### config.mk
export PLATFORM = sky130hd
export DESIGN_NAME = unconfig_int_adder
export DESIGN_NICKNAME = d
export VERILOG_FILES = /design/src/rtl/unconfig_int_adder.sv
export SDC_FILE = /design/constraint.sdc
export NUM_CORES = 1
export LEC_CHECK = 0
export ABC_AREA = 1
export BUFFER_PORTS_ARGS = -buffer_cell sky130_fd_sc_hd__buf_2
export CORE_UTILIZATION = 47
export DETAILED_ROUTE_END_ITERATION = 8
export GPL_TIMING_DRIVEN = 0
export PLACE_DENSITY = 0.73
export SYNTH_ARGS = -nofsm -noshare
export SYNTH_HDL_FRONTEND = slang
export SYNTH_SLANG_ARGS = --single-unit
export TNS_END_PERCENT = 10
### constraint.sdc
create_clock -name clk -period 2.9 [get_ports clk]
set_clock_uncertainty 0.05 [all_clocks]
set_input_delay 0.29 -clock clk [delete_from_list [all_inputs] [get_ports clk]]
set_output_delay 0.29 -clock clk [all_outputs]
set_load 0.03 [all_outputs]
### src/rtl/unconfig_int_adder.sv
// Exact registered two's-complement adder: input registers, block carry-lookahead
// adder, output register. Fixed two-cycle latency, one result per clock.
module unconfig_int_adder #(
  parameter int unsigned BWOP = 32
) (
  input  logic            clk,
  input  logic            rst,
  input  logic [BWOP-1:0] a,
  input  logic [BWOP-1:0] b,
  output logic [BWOP-1:0] c
);

  localparam int unsigned GW = 4;
  localparam int unsigned NG = BWOP / GW;

  if ((BWOP % GW) != 0 || BWOP < 8) begin : g_bad_width
    $error("unconfig_int_adder: BWOP must be a multiple of 4 and at least 8");
  end

  logic [BWOP-1:0] a_q;
  logic [BWOP-1:0] b_q;
  logic [BWOP-1:0] g;
  logic [BWOP-1:0] p;
  logic [BWOP-1:0] carry;
  logic [BWOP-1:0] sum;
  logic [NG-1:0]   grp_g;
  logic [NG-1:0]   grp_p;
  logic [NG:0]     grp_cin;
  logic            carry_out_unused;

  // Stage 1: operand capture.
  always_ff @(posedge clk or negedge rst) begin
    if (!rst) begin
      a_q <= '0;
      b_q <= '0;
    end else begin
      a_q <= a;
      b_q <= b;
    end
  end

  assign g = a_q & b_q;
  assign p = a_q ^ b_q;

  // Per-group generate and propagate.
  always_comb begin
    grp_g = '0;
    grp_p = '0;
    for (int unsigned k = 0; k < NG; k++) begin
      grp_g[k] = g[GW*k+3]
               | (p[GW*k+3] & g[GW*k+2])
               | (p[GW*k+3] & p[GW*k+2] & g[GW*k+1])
               | (p[GW*k+3] & p[GW*k+2] & p[GW*k+1] & g[GW*k]);
      grp_p[k] = &p[GW*k +: GW];
    end
  end

  // Second-level lookahead: each group carry-in is a flat sum of products
  // over all lower groups, so no group waits on its neighbour's carry.
  always_comb begin
    logic term;
    term    = 1'b0;
    grp_cin = '0;
    for (int unsigned k = 1; k <= NG; k++) begin
      for (int unsigned j = 0; j < k; j++) begin
        term = grp_g[j];
        for (int unsigned m = j + 1; m < k; m++) begin
          term = term & grp_p[m];
        end
        grp_cin[k] = grp_cin[k] | term;
      end
    end
  end

  assign carry_out_unused = grp_cin[NG];

  // Bit carries inside each group seeded by the group carry-in.
  always_comb begin
    carry = '0;
    for (int unsigned k = 0; k < NG; k++) begin
      carry[GW*k] = grp_cin[k];
      for (int unsigned i = 0; i < GW - 1; i++) begin
        carry[GW*k+i+1] = g[GW*k+i] | (p[GW*k+i] & carry[GW*k+i]);
      end
    end
  end

  assign sum = p ^ carry;

  // Stage 2: result register.
  always_ff @(posedge clk or negedge rst) begin
    if (!rst) begin
      c <= '0;
    end else begin
      c <= sum;
    end
  end

endmodule

# Word-level counts from Yosys, hierarchy flattened
# Index checks and enable logic that the tools add are counted.
[totals]
regBits = 96
latch_bits = 0
ram_bits = 0
romBits = 0
output_inout_bits = 32
word_cells = 156
memories = 0
[classes]
add_sub_neg = 0
n_mul = 0
n_div = 0
order_cmp = 0
n_eq_ne = 0
n_shift = 0
n_mux = 0
bitwise = 147
reduce_logical = 6
[op_table]
columns = ["op", "count"]
rows = [
  ["1-bit bitwise AND", 79],
  ["1-bit bitwise OR", 65],
  ["32-bit bitwise XOR", 2],
  ["31-bit bitwise AND", 1],
  ["4-bit AND reduction", 6],
]

# Depth between registers and ports, before layout
# Gate-level depths: netlist (run 1).
[depth]
ltp_word = 24
ltp_mapped = 17

# Worst setup path after synthesis (run 1)
# OpenSTA, ideal clock, no wires.
[synth_path]
path_kind = "reg2reg"
startpoint = "register a_q[11]"
endpoint = "register c[27]"
setup_time_ns = 0.127
t_arrival_ns = 2.781
path_slack_ns = -0.058
path_stages_with_launch = 16
path_buffers = 0
period_less_slack_ns = 2.958
cell_sequence = "dfrtp_1 ha_1 nand2_2 clkinv_1 a21oi_2 a21oi_1 nor2_2 nand2_2 nand2_2 nand2_2 nand2_2 nand2_2 fa_1 fa_1 fa_1 xor2_1"
[synth_via]
elab_chain_cells = 19
word_cells_on_any_way = 34
classes_between = "33 x bitwise; 1 x reduce/logical"
[synth_lines]
columns = ["item", "line_no", "source"]
rows = [
  ["start: declaration", "20", "logic [BWOP-1:0] a_q;"],
  ["start signal: assignment", "34", "a_q <= '0;"],
  ["start signal: assignment", "37", "a_q <= a;"],
  ["32-bit bitwise XOR", "43", "assign p = a_q ^ b_q;"],
  ["1-bit bitwise AND, on equally long branches", "51, 52, 53", ""],
  ["1-bit bitwise OR (tied with other cells)", "51", "| (p[GW*k+3] & g[GW*k+2])"],
  ["1-bit bitwise OR / 1-bit bitwise AND (equally long branches)", "52, 53", ""],
  ["1-bit bitwise OR", "53", "| (p[GW*k+3] & p[GW*k+2] & p[GW*k+1] & g[GW*k]);"],
  ["1-bit bitwise AND (3 in series)", "n/a", ""],
  ["1-bit bitwise OR (*) (4 in series)", "70", "grp_cin[k] = grp_cin[k] | term;"],
  ["1-bit bitwise AND (*)", "83", "carry[GW*k+i+1] = g[GW*k+i] | (p[GW*k+i] & carry[GW*k+i]);"],
  ["1-bit bitwise OR (*)", "83", ""],
  ["1-bit bitwise AND (*)", "83", ""],
  ["1-bit bitwise OR (*)", "83", ""],
  ["1-bit bitwise AND (*)", "83", ""],
  ["1-bit bitwise OR (*)", "83", ""],
  ["32-bit bitwise XOR (*)", "88", "assign sum = p ^ carry;"],
  ["via sum[27]", "25", "logic [BWOP-1:0] sum;"],
  ["end signal: assignment", "95", "c <= sum;"],
  ["end: declaration", "10", "output logic [BWOP-1:0] c"],
]
# Mark *: on every way through the listed nets, which the timed path passes. The rest lies on a longest branch.

# Worst setup path in the final report (run 1)
[layout_path]
startpoint = "register a_q[10]"
endpoint = "register c[31]"
[layout_via]
elab_chain_cells = 21
word_cells_on_any_way = 38
classes_between = "37 x bitwise; 1 x reduce/logical"
[layout_lines]
columns = ["item", "line_no"]
rows = [
  ["31-bit bitwise AND / 32-bit bitwise XOR (equally long branches)", "42, 43"],
  ["1-bit bitwise AND, on equally long branches", "51, 52, 53"],
  ["1-bit bitwise OR (tied with other cells)", "51"],
  ["1-bit bitwise OR / 1-bit bitwise AND (equally long branches)", "52, 53"],
  ["1-bit bitwise OR", "53"],
  ["1-bit bitwise AND (4 in series)", "n/a"],
  ["1-bit bitwise OR (*) (5 in series)", "70"],
  ["1-bit bitwise AND (*)", "83"],
  ["1-bit bitwise OR (*)", "83"],
  ["1-bit bitwise AND (*)", "83"],
  ["1-bit bitwise OR (*)", "83"],
  ["1-bit bitwise AND (*)", "83"],
  ["1-bit bitwise OR (*)", "83"],
  ["32-bit bitwise XOR (*)", "88"],
  ["via sum[31]", "25"],
]
# Marks and branches as above.

==> results.yml, run 1 <==
setup_path:
  crit_fanout: 2
  crit_top_cell: "fa_2"
  cp.buffers_inverters: 1
  crit_slowest_cell: "dfrtp_1"
  crit_path_start: "a_q[10]"
  slowest_delay_ps: 400
  end_kind: "register"
  path_class: "register to register"
  worstSetupStartpointType: "register"
  arrival_ps: 3110
  crit_family: "adder cells"
  required_ps: 3090
  r2r-start: "a_q[10]"
  path_cells: "ha_1 -> nand2_2 -> clkinv_2 -> a21oi_2 -> a21oi_2 -> nand4_1 -> nand3_2 -> nor2_1 -> nand4_1 -> fa_2 -> fa_2 -> fa_2 -> xnor2_2"
yosys:
  ys.flop_type: "dfrtp_1"
  avgSynthCellArea_um2: 15.2
  syn_nets: 366
  ys_types: 25
  synth_edf_count: 0
  synth-seq-area-share_pct: 63.4
  netlist.area_leader.share_pct: 63.4
  synthArstFlopShare_pct: 100
  synth_commonest_cells: "dfrtp_1, ha_1, fa_1"
  synth-seq-cells: 96
  synth_area_leaders: "dfrtp_1, fa_1, ha_1, nand2_1, nand2_2"
  syn_area_um2: 3790
  synth_warnings: 0
  yosysMostFrequentCell: "dfrtp_1"
  synthCells: 249
  synth_top_area_cell: "dfrtp_1"
floorplan:
  rows: 32
  core_um2: 7770
  die_h_um: 91.8
  initial_core_util_pct: 48.8
  ios: 98
  die_x_um: 91.8
  dieArea_um2: 8430
layout:
  final_nets: 551
  antenna_cells: 0
  stdcell_count: 540
  fillCellCount: 532
  drive_gt1_share_pct: 39.7
  areaGrowthSynthToFinish_pct: 45.1
sta:
  fin_crit_ps: 2910
  setup_viol: 2
  final.period_utilization_pct: 100
  fin_tns_setup_ps: -24.7
  rsz0062_at_grt: "true"
  max_freq_mhz: 343
  hold_ws_ps: 378
  slew_violations: 0
  relSlewSlack_pct: 67.5
  worst_pin_slew_ps: 488
  hold_violations: 0
  setup_ws_ps: -13.8
place:
  port_buffers: 97
  dp.cells: 449
  pre_cts_ws_ps: -180
  dp_hpwl_mm: 4.75
  place_congestion: 0.732
power:
  pwr_density_cell_nw_per_um2: 562
  vdd_drop_max_v: 0.000343
  leakage_nw: 2.63
grt:
  gr-total-overflow: 0
  grt_usage_pct: 19.9
  grt_start_max_net_pins: 61
  first_global_vias: 2832
  antenna_found_initial: 0
  grt_first_pass_wirelength_mm: 12.5
detailed_routing:
  drt_iter0_markers: 78
  routedWlPerCell_um: 13.6
  vias: 2443
  dr.pass1.iters: 4
  drc_errors: 0
  vias_per_cell: 4.52
  wl_mm: 7.33
  postRouteAntennaNets: 0
clocking:
  cts-buffers-inserted: 9
  h-tree-depth: 3
  cts_buffer_depth: 2
  clkTransAtPathRegs_ps: 100
  clock_sinks: 96
  cts_tree: "done"
  cts-root-buf: "clkbuf_8"
  insertion_delay_ps: 350
status:
  status: "finished with violations"
  violations: "negative setup slack"
hold_path:
  hold_class: "input port to async pin"
run:
  maxCapViolations: 0
[worst paths after layout]
path                                 to  slack, ps  cells after the start
worst min-delay path             b_q[2]        380                      2
worst max-delay path              c[31]        -10                     13
worst min register to register     c[0]        430                      1
max in group asynchronous       b_q[21]       1770                      3
worst max register to register    c[31]        -10                     13
min in group clk                   c[0]        430                      1
[repair_timing]
| item | in CTS | in global routing |
|---|---|---|
| buffers inserted | 10 | 1 |
| hold endpoints to repair | 99 | 1 |
| pin swaps | 6 | 3 |
| hold buffers | 64 | 1 |
| gates resized for setup | 13 | 11 |
| endpoints found under the setup margin | 6 | 8 |
[final cells by class]
class / count / area [µm²] / area share, %
clock buffers: 9 / 124 / 2.25
inverters: 21 / 80.1 / 1.46
multi-input cells: 132 / 1450 / 26.3
flip-flops and latches: 96 / 2400 / 43.7
well taps: 102 / 128 / 2.32
repair buffers: 174 / 1250 / 22.7
clock inverters: 6 / 72.6 / 1.32
[routing by layer]
metal	track usage, %	part of all wire [%]
met1	21.6	37
met3	3.73	2.7
met4	8.33	2.0
met2	37.7	58
met5	0	0
[state kept, by name, indices dropped and copies added (netlist names)]
register	flops
b_q	32
c	32
a_q	32
[logic make-up after synthesis]
group           count (synthesis)  synth area share (%)
compound gates                 10                  1.95
xor+xnor                        9                  2.08
fa+ha+maj                      51                  21.4
buf+inv                        21                  2.08
flops                          96                  63.4
simple gates                   62                  9.14
[where the power goes]
group	switching (mW)	internal (mW)	total (mW)
sequential	0.0582	1.47	1.53
combinational	0.421	0.280	0.701
clock	0.454	0.406	0.861
[metrics by stage]
step | total power, mW | util [%] | instance area, µm²
6_report | 3.09 | 70.8 | 5500
2_1_floorplan | 1.93 | - | 3820
4_1_cts | 3.11 | 70.1 | 5450
5_1_grt | 3.26 | 70.8 | 5500
3_3_place_gp | 2.13 | 57.1 | 4430
3_5_place_dp | 2.16 | 57.5 | 4460
[cell usage in the layout, fill, tap and decap left out, types with 2 or more instances in the layout]
| master | instances |
|---|---|
| nand2_2 | 9 |
| nand3_2 | 3 |
| dfrtp_1 | 96 |
| dlygate4sd3_1 | 65 |
| clkbuf_8 | 9 |
| nor2_4 | 2 |
| xor2_1 | 6 |
| nand3_1 | 7 |
| a21oi_1 | 2 |
| xnor2_1 | 2 |
| nor2_1 | 5 |
| ha_4 | 5 |
| a21oi_2 | 3 |
| clkinv_1 | 2 |
| fa_2 | 11 |
| nand4_1 | 6 |
| nand2_4 | 2 |
| buf_2 | 96 |
| inv_2 | 4 |
| nand2_1 | 20 |
| inv_6 | 4 |
| inv_1 | 14 |
| nor2_2 | 4 |
| fa_1 | 12 |
| buf_4 | 12 |
| ha_1 | 23 |
(Power assumes the default switching activity.)
==> run 2: changes to the inputs <==
--- a/config.mk
+++ b/config.mk
@@ -7,7 +7,9 @@
 export LEC_CHECK = 0
 export ABC_AREA = 1
 export BUFFER_PORTS_ARGS = -buffer_cell sky130_fd_sc_hd__buf_2
-export CORE_UTILIZATION = 47
+export CELL_PAD_IN_SITES_DETAIL_PLACEMENT = 1
+export CELL_PAD_IN_SITES_GLOBAL_PLACEMENT = 1
+export CORE_UTILIZATION = 38
 export DETAILED_ROUTE_END_ITERATION = 8
 export GPL_TIMING_DRIVEN = 0
 export PLACE_DENSITY = 0.73
==> results.yml, run 2 (synthesized netlist as in run 1, its figures left out) <==
status:
  status: "finished with violations"
  violations: "negative setup slack"
sta:
  final.period_utilization_pct: 101
  setup_viol: 1
  max_freq_mhz: 341
  setup_ws_ps: -34.2
  fin_crit_ps: 2930
  rsz0062_at_grt: "true"
  slew_violations: 0
  worst_pin_slew_ps: 467
  relSlewSlack_pct: 68.9
  hold_violations: 0
layout:
  final_area_um2: 5560
  final_cell_mix: "dfrtp_1, buf_2, dlygate4sd3_1"
  final_nets: 550
  final_util_pct: 57.2
  reg.largest.list: "a_q x32, b_q x32, c x32"
  antenna_cells: 0
  areaGrowthSynthToFinish_pct: 46.8
  drive_gt1_share_pct: 40.4
place:
  place_congestion: 0.706
  dp_hpwl_mm: 5.41
  port_buffers: 97
  pre_cts_ws_ps: -258
  dpl-instance-area_um2: 4500
grt:
  antenna_found_initial: 0
  grt_start_max_net_pins: 63
  grt_usage_pct: 17.4
  grt_first_pass_wirelength_mm: 13.2
  gr-total-overflow: 0
  first_global_vias: 2878
detailed_routing:
  routedWlPerCell_um: 14.5
  vias: 2475
  dr.pass1.iters: 4
  wl_mm: 8.27
  postRouteAntennaNets: 0
  drc_errors: 0
  drt_iter0_markers: 15
  vias_per_cell: 4.33
floorplan:
  dieArea_um2: 10400
  rows: 36
  core_um2: 9730
  die_h_um: 102
  ios: 98
  initial_core_util_pct: 39.0
  die_x_um: 102
clocking:
  clock_sinks: 96
  clkTransAtPathRegs_ps: 90
  h-tree-depth: 3
  cts-root-buf: "clkbuf_8"
  cts_tree: "done"
  cts_buffer_depth: 2
  insertion_delay_ps: 360
  cts-buffers-inserted: 9
power:
  vdd_drop_max_v: 0.000266
  p_total_mw: 3.14
  leakage_nw: 2.64
  pwr_density_cell_nw_per_um2: 564
run:
  maxCapViolations: 0
setup_path:
  slowest_delay_ps: 430
  required_ps: 3090
  worstSetupStartpointType: "register"
  arrival_ps: 3130
  path_class: "register to register"
  crit_slowest_cell: "dfrtp_1"
  crit_fanout: 2
  path_cells: "ha_1 -> nand2_1 -> inv_1 -> a2111o_1 -> inv_1 -> nand2_4 -> nand2_2 -> nand2_2 -> fa_2 -> fa_2 -> fa_2 -> xor2_1"
  end_kind: "register"
  crit_top_cell: "fa_2"
hold_path:
  hold_class: "input port to async pin"
[run 2: cell types whose count changed in the layout (fill, tap and decap cells not counted), sizes merged]
cell / before / now
clkinvlp: 1 / 0
inv: 22 / 20
buf: 109 / 108
clkinv: 3 / 6
clkbuf: 9 / 10
[run 2: layout make-up]
class | count | area (µm²)
multi-input cells | 132 | 1470
well taps | 133 | 166
repair buffers | 173 | 1240
fillers | 995 | 4170
clock buffers | 10 | 138
clock inverters | 6 | 66.3
flip-flops and latches | 96 | 2400
inverters | 21 | 80.1
[run 2: worst paths after layout]
check | from | to | slack [ps] | cells after the start
max | a_q[18] | c[27] | -30 | 12
min | rst | c[22] | 380 | 2
max reg2reg | a_q[18] | c[27] | -30 | 12
min reg2reg | b_q[0] | c[0] | 440 | 1
max in group asynchronous | rst | c[9] | 1760 | 3
min in group clk | b_q[0] | c[0] | 440 | 1
[run 2: routing by layer]
layer,global-route usage [%],wire length (µm),up-vias
li1,-,-,1167
met1,18.6,3090,1245
met2,33.3,4820,52
met3,2.80,206,11
met4,8.13,157,0
met5,0,0,-
[run 2: timing repair]
item / CTS / global route
pin swaps: 5 / 8
setup buffers: 7 / 3
hold buffers: 65 / 0
gates resized for setup: 21 / 8
endpoints found under the setup margin: 7 / 7
hold endpoints to repair: 98 / 0
[run 2: critical path, delay by kind of cell (launching register included)]
family | cells | cell delay, ps
compound gates | 1 | 390
xor+xnor | 1 | 160
fa+ha+maj | 4 | 1360
buf+inv | 2 | 170
flops | 1 | 430
simple gates | 4 | 270
[run 2: where the power goes]
part	leakage, nW	internal, mW	total (mW)	switching (mW)
combinational	1.41	0.288	0.717	0.429
clock	0.107	0.425	0.884	0.459
sequential	1.12	1.47	1.54	0.0612
total	2.64	2.19	3.14	0.949
[run 2: through the flow]
stage | instances | TNS, ps | hold slack (ps)
detailed placement | 480 | -1040 | 224
CTS | 568 | -111 | 379
global placement | 479 | -673 | 348
finish | 571 | -34.2 | 383
floorplan | 249 | 0 | -55.6
global route | 571 | -684 | 426
==> run 3: changes to the inputs <==
--- a/config.mk
+++ b/config.mk
@@ -5,14 +5,14 @@
 export SDC_FILE = /design/constraint.sdc
 export NUM_CORES = 1
 export LEC_CHECK = 0
-export ABC_AREA = 1
 export BUFFER_PORTS_ARGS = -buffer_cell sky130_fd_sc_hd__buf_2
 export CELL_PAD_IN_SITES_DETAIL_PLACEMENT = 1
 export CELL_PAD_IN_SITES_GLOBAL_PLACEMENT = 1
-export CORE_UTILIZATION = 38
+export CORE_UTILIZATION = 42
 export DETAILED_ROUTE_END_ITERATION = 8
 export GPL_TIMING_DRIVEN = 0
-export PLACE_DENSITY = 0.73
+export PLACE_DENSITY = 0.76
+export SETUP_SLACK_MARGIN = 0.02
 export SYNTH_ARGS = -nofsm -noshare
 export SYNTH_HDL_FRONTEND = slang
 export SYNTH_SLANG_ARGS = --single-unit
==> constraint.sdc (replaced) <==
create_clock -name clk -period 3.09 [get_ports clk]
set_clock_uncertainty 0.05 [all_clocks]
set_input_delay 0.309 -clock clk [delete_from_list [all_inputs] [get_ports clk]]
set_output_delay 0.309 -clock clk [all_outputs]
set_load 0.03 [all_outputs]
==> results.yml, run 3 <==
yosys:
  netlist.area_leader.share_pct: 66.7
  ys.flop_type: "dfrtp_1"
  ys_types: 24
  synth_commonest_cells: "dfrtp_1, ha_1, fa_1"
  synth-seq-area-share_pct: 66.7
  synth_warnings: 0
  yosysMostFrequentCell: "dfrtp_1"
  synthArstFlopShare_pct: 100
  synthCells: 210
  syn_nets: 327
  syn_area_um2: 3600
  synth_area_leaders: "dfrtp_1, fa_1, ha_1, a21oi_1, xor2_1"
  synth-seq-cells: 96
  synth_edf_count: 0
  synth_top_area_cell: "dfrtp_1"
  avgSynthCellArea_um2: 17.1
floorplan:
  rows: 33
  die_h_um: 94.6
  initial_core_util_pct: 43.6
  core_um2: 8260
  ios: 98
  dieArea_um2: 8950
  die_x_um: 94.6
setup_path:
  r2r_cells: 10
  path_cells: "ha_1 -> a21oi_1 -> o21a_1 -> o311ai_2 -> o21ai_2 -> inv_2 -> fa_1 -> fa_1 -> fa_1 -> xor2_1"
  required_ps: 3290
  worstSetupStartpointType: "register"
  path_class: "register to register"
  cp.buffers_inverters: 1
  r2r_end: "c[23]"
  crit_family: "adder cells"
  crit_slowest_cell: "dfrtp_1"
  r2r_slack_ps: 60
  arrival_ps: 3230
  crit_fanout: 2
  slowest_delay_ps: 420
  crit_top_cell: "fa_1"
  r2r-start: "a_q[13]"
  end_kind: "register"
detailed_routing:
  routedWlPerCell_um: 16.8
  drc_errors: 0
  dr.pass1.iters: 4
  wl_mm: 8.44
  drt_iter0_markers: 33
  vias: 2330
  postRouteAntennaNets: 0
  vias_per_cell: 4.62
run:
  maxCapViolations: 0
sta:
  hold_ws_ps: 427
  final.period_utilization_pct: 98.1
  relSlewSlack_pct: 58.1
  setup_viol: 0
  worst_pin_slew_ps: 628
  rsz0062_at_grt: "true"
  hold_violations: 0
  max_freq_mhz: 330
  slew_violations: 0
  fin_crit_ps: 3030
  setup_ws_ps: 58.5
place:
  place_congestion: 0.710
  dp_hpwl_mm: 5.12
  dpl-instance-area_um2: 4250
  port_buffers: 97
  dp.cells: 413
  pre_cts_ws_ps: -104
hold_path:
  hold_end: "c[0]"
  hold_depth: 1
  worstHoldStart: "b_q[0]"
  hold_class: "register to register"
grt:
  grt_start_max_net_pins: 50
  antenna_found_initial: 0
  first_global_vias: 2750
  gr-total-overflow: 0
  grt_first_pass_wirelength_mm: 13.2
  grt_usage_pct: 20.6
clocking:
  cts-root-buf: "clkbuf_8"
  insertion_delay_ps: 370
  cts-buffers-inserted: 9
  cts_buffer_depth: 2
  clock_sinks: 96
  cts_tree: "done"
  h-tree-depth: 3
  clkTransAtPathRegs_ps: 100
layout:
  final_area_um2: 5340
  areaGrowthSynthToFinish_pct: 48.5
  final_nets: 511
  fillCellCount: 770
  antenna_cells: 0
  drive_gt1_share_pct: 39.3
  reg.largest.list: "a_q x32, b_q x32, c x32"
  final_cell_mix: "dfrtp_1, buf_2, dlygate4sd3_1"
  stdcell_count: 504
power:
  pwr_density_cell_nw_per_um2: 555
  vdd_drop_max_v: 0.000291
  leakage_nw: 2.51
status:
  status: "complete, no violations"
## run 3: cell count changes after synthesis, sizes merged, moves of 2 or more
cell and change:
nand2 -25, inv -10, nor2 -10, nand3 -9, a21oi +6, a21o +5, clkinv -4, o21a +4
o21ai +4, a41oi -2
## run 3: final cells by class
class	instances	area [µm²]	share of cell area, %
Sequential cell	96	2400	45.0
Multi-Input combinational cell	107	1330	24.9
Timing Repair Buffer	173	1240	23.2
Tap cell	105	131	2.46
Clock buffer	9	124	2.32
Clock inverter	7	86.3	1.62
Inverter	7	26.3	0.492
## run 3: layer usage
layer / global-route usage [%] / up-vias / wire length [µm]
li1: - / 1074 / -
met1: 22.0 / 1179 / 3110
met2: 38.6 / 63 / 4860
met3: 5.31 / 14 / 281
met4: 7.95 / 0 / 191
met5: 0 / - / 0
## run 3: metrics by stage
step / total power [mW] / util, % / TNS [ps]
floorplan: 1.78 / - / 0
global placement: 1.98 / 51.1 / -49.5
detailed placement: 2.01 / 51.4 / -216
CTS: 2.94 / 62.7 / 0
global route: 3.11 / 64.7 / -120
finish: 2.96 / 64.7 / 0
## run 3: power breakdown
part / switching [mW] / internal (mW) / total [mW]
clock network: 0.473 / 0.391 / 0.865
logic: 0.389 / 0.268 / 0.658
registers: 0.0585 / 1.38 / 1.44
total: 0.921 / 2.04 / 2.96
## run 3: kinds of logic (layout without fill, tap and decap cells)
| group | Yosys count | count (layout) | share of synthesized area, % |
|---|---|---|---|
| flip-flops | 96 | 96 | 66.7 |
| adder cells (fa/ha/maj) | 51 | 51 | 22.5 |
| AO/OA/AOI/OAI | 28 | 28 | 5.08 |
| AND/OR/NAND/NOR | 19 | 19 | 2.75 |
| XOR/XNOR | 9 | 9 | 2.19 |
| buffers and inverters | 7 | 196 | 0.730 |
## run 3: worst max-delay path by stage
| stage | cells after the start | start | endpoint | slack (ps) |
|---|---|---|---|---|
| 2_1_floorplan | 9 | a_q[7] | c[19] | 200 |
| 3_3_place_gp | 11 | a_q[17] | c[31] | -40 |
| 3_5_place_dp | 9 | a_q[7] | c[19] | -100 |
| 4_1_cts | 9 | a_q[9] | c[19] | 10 |
| 5_1_grt | 11 | a_q[13] | c[31] | -50 |
| 6_report | 10 | a_q[13] | c[23] | 60 |
## run 3: what timing repair did
item	CTS	global route
hold buffers	63	2
hold endpoints to repair	109	2
setup endpoints to repair	5	11
pin swaps	6	9
buffers inserted	4	6
resized for setup	9	20
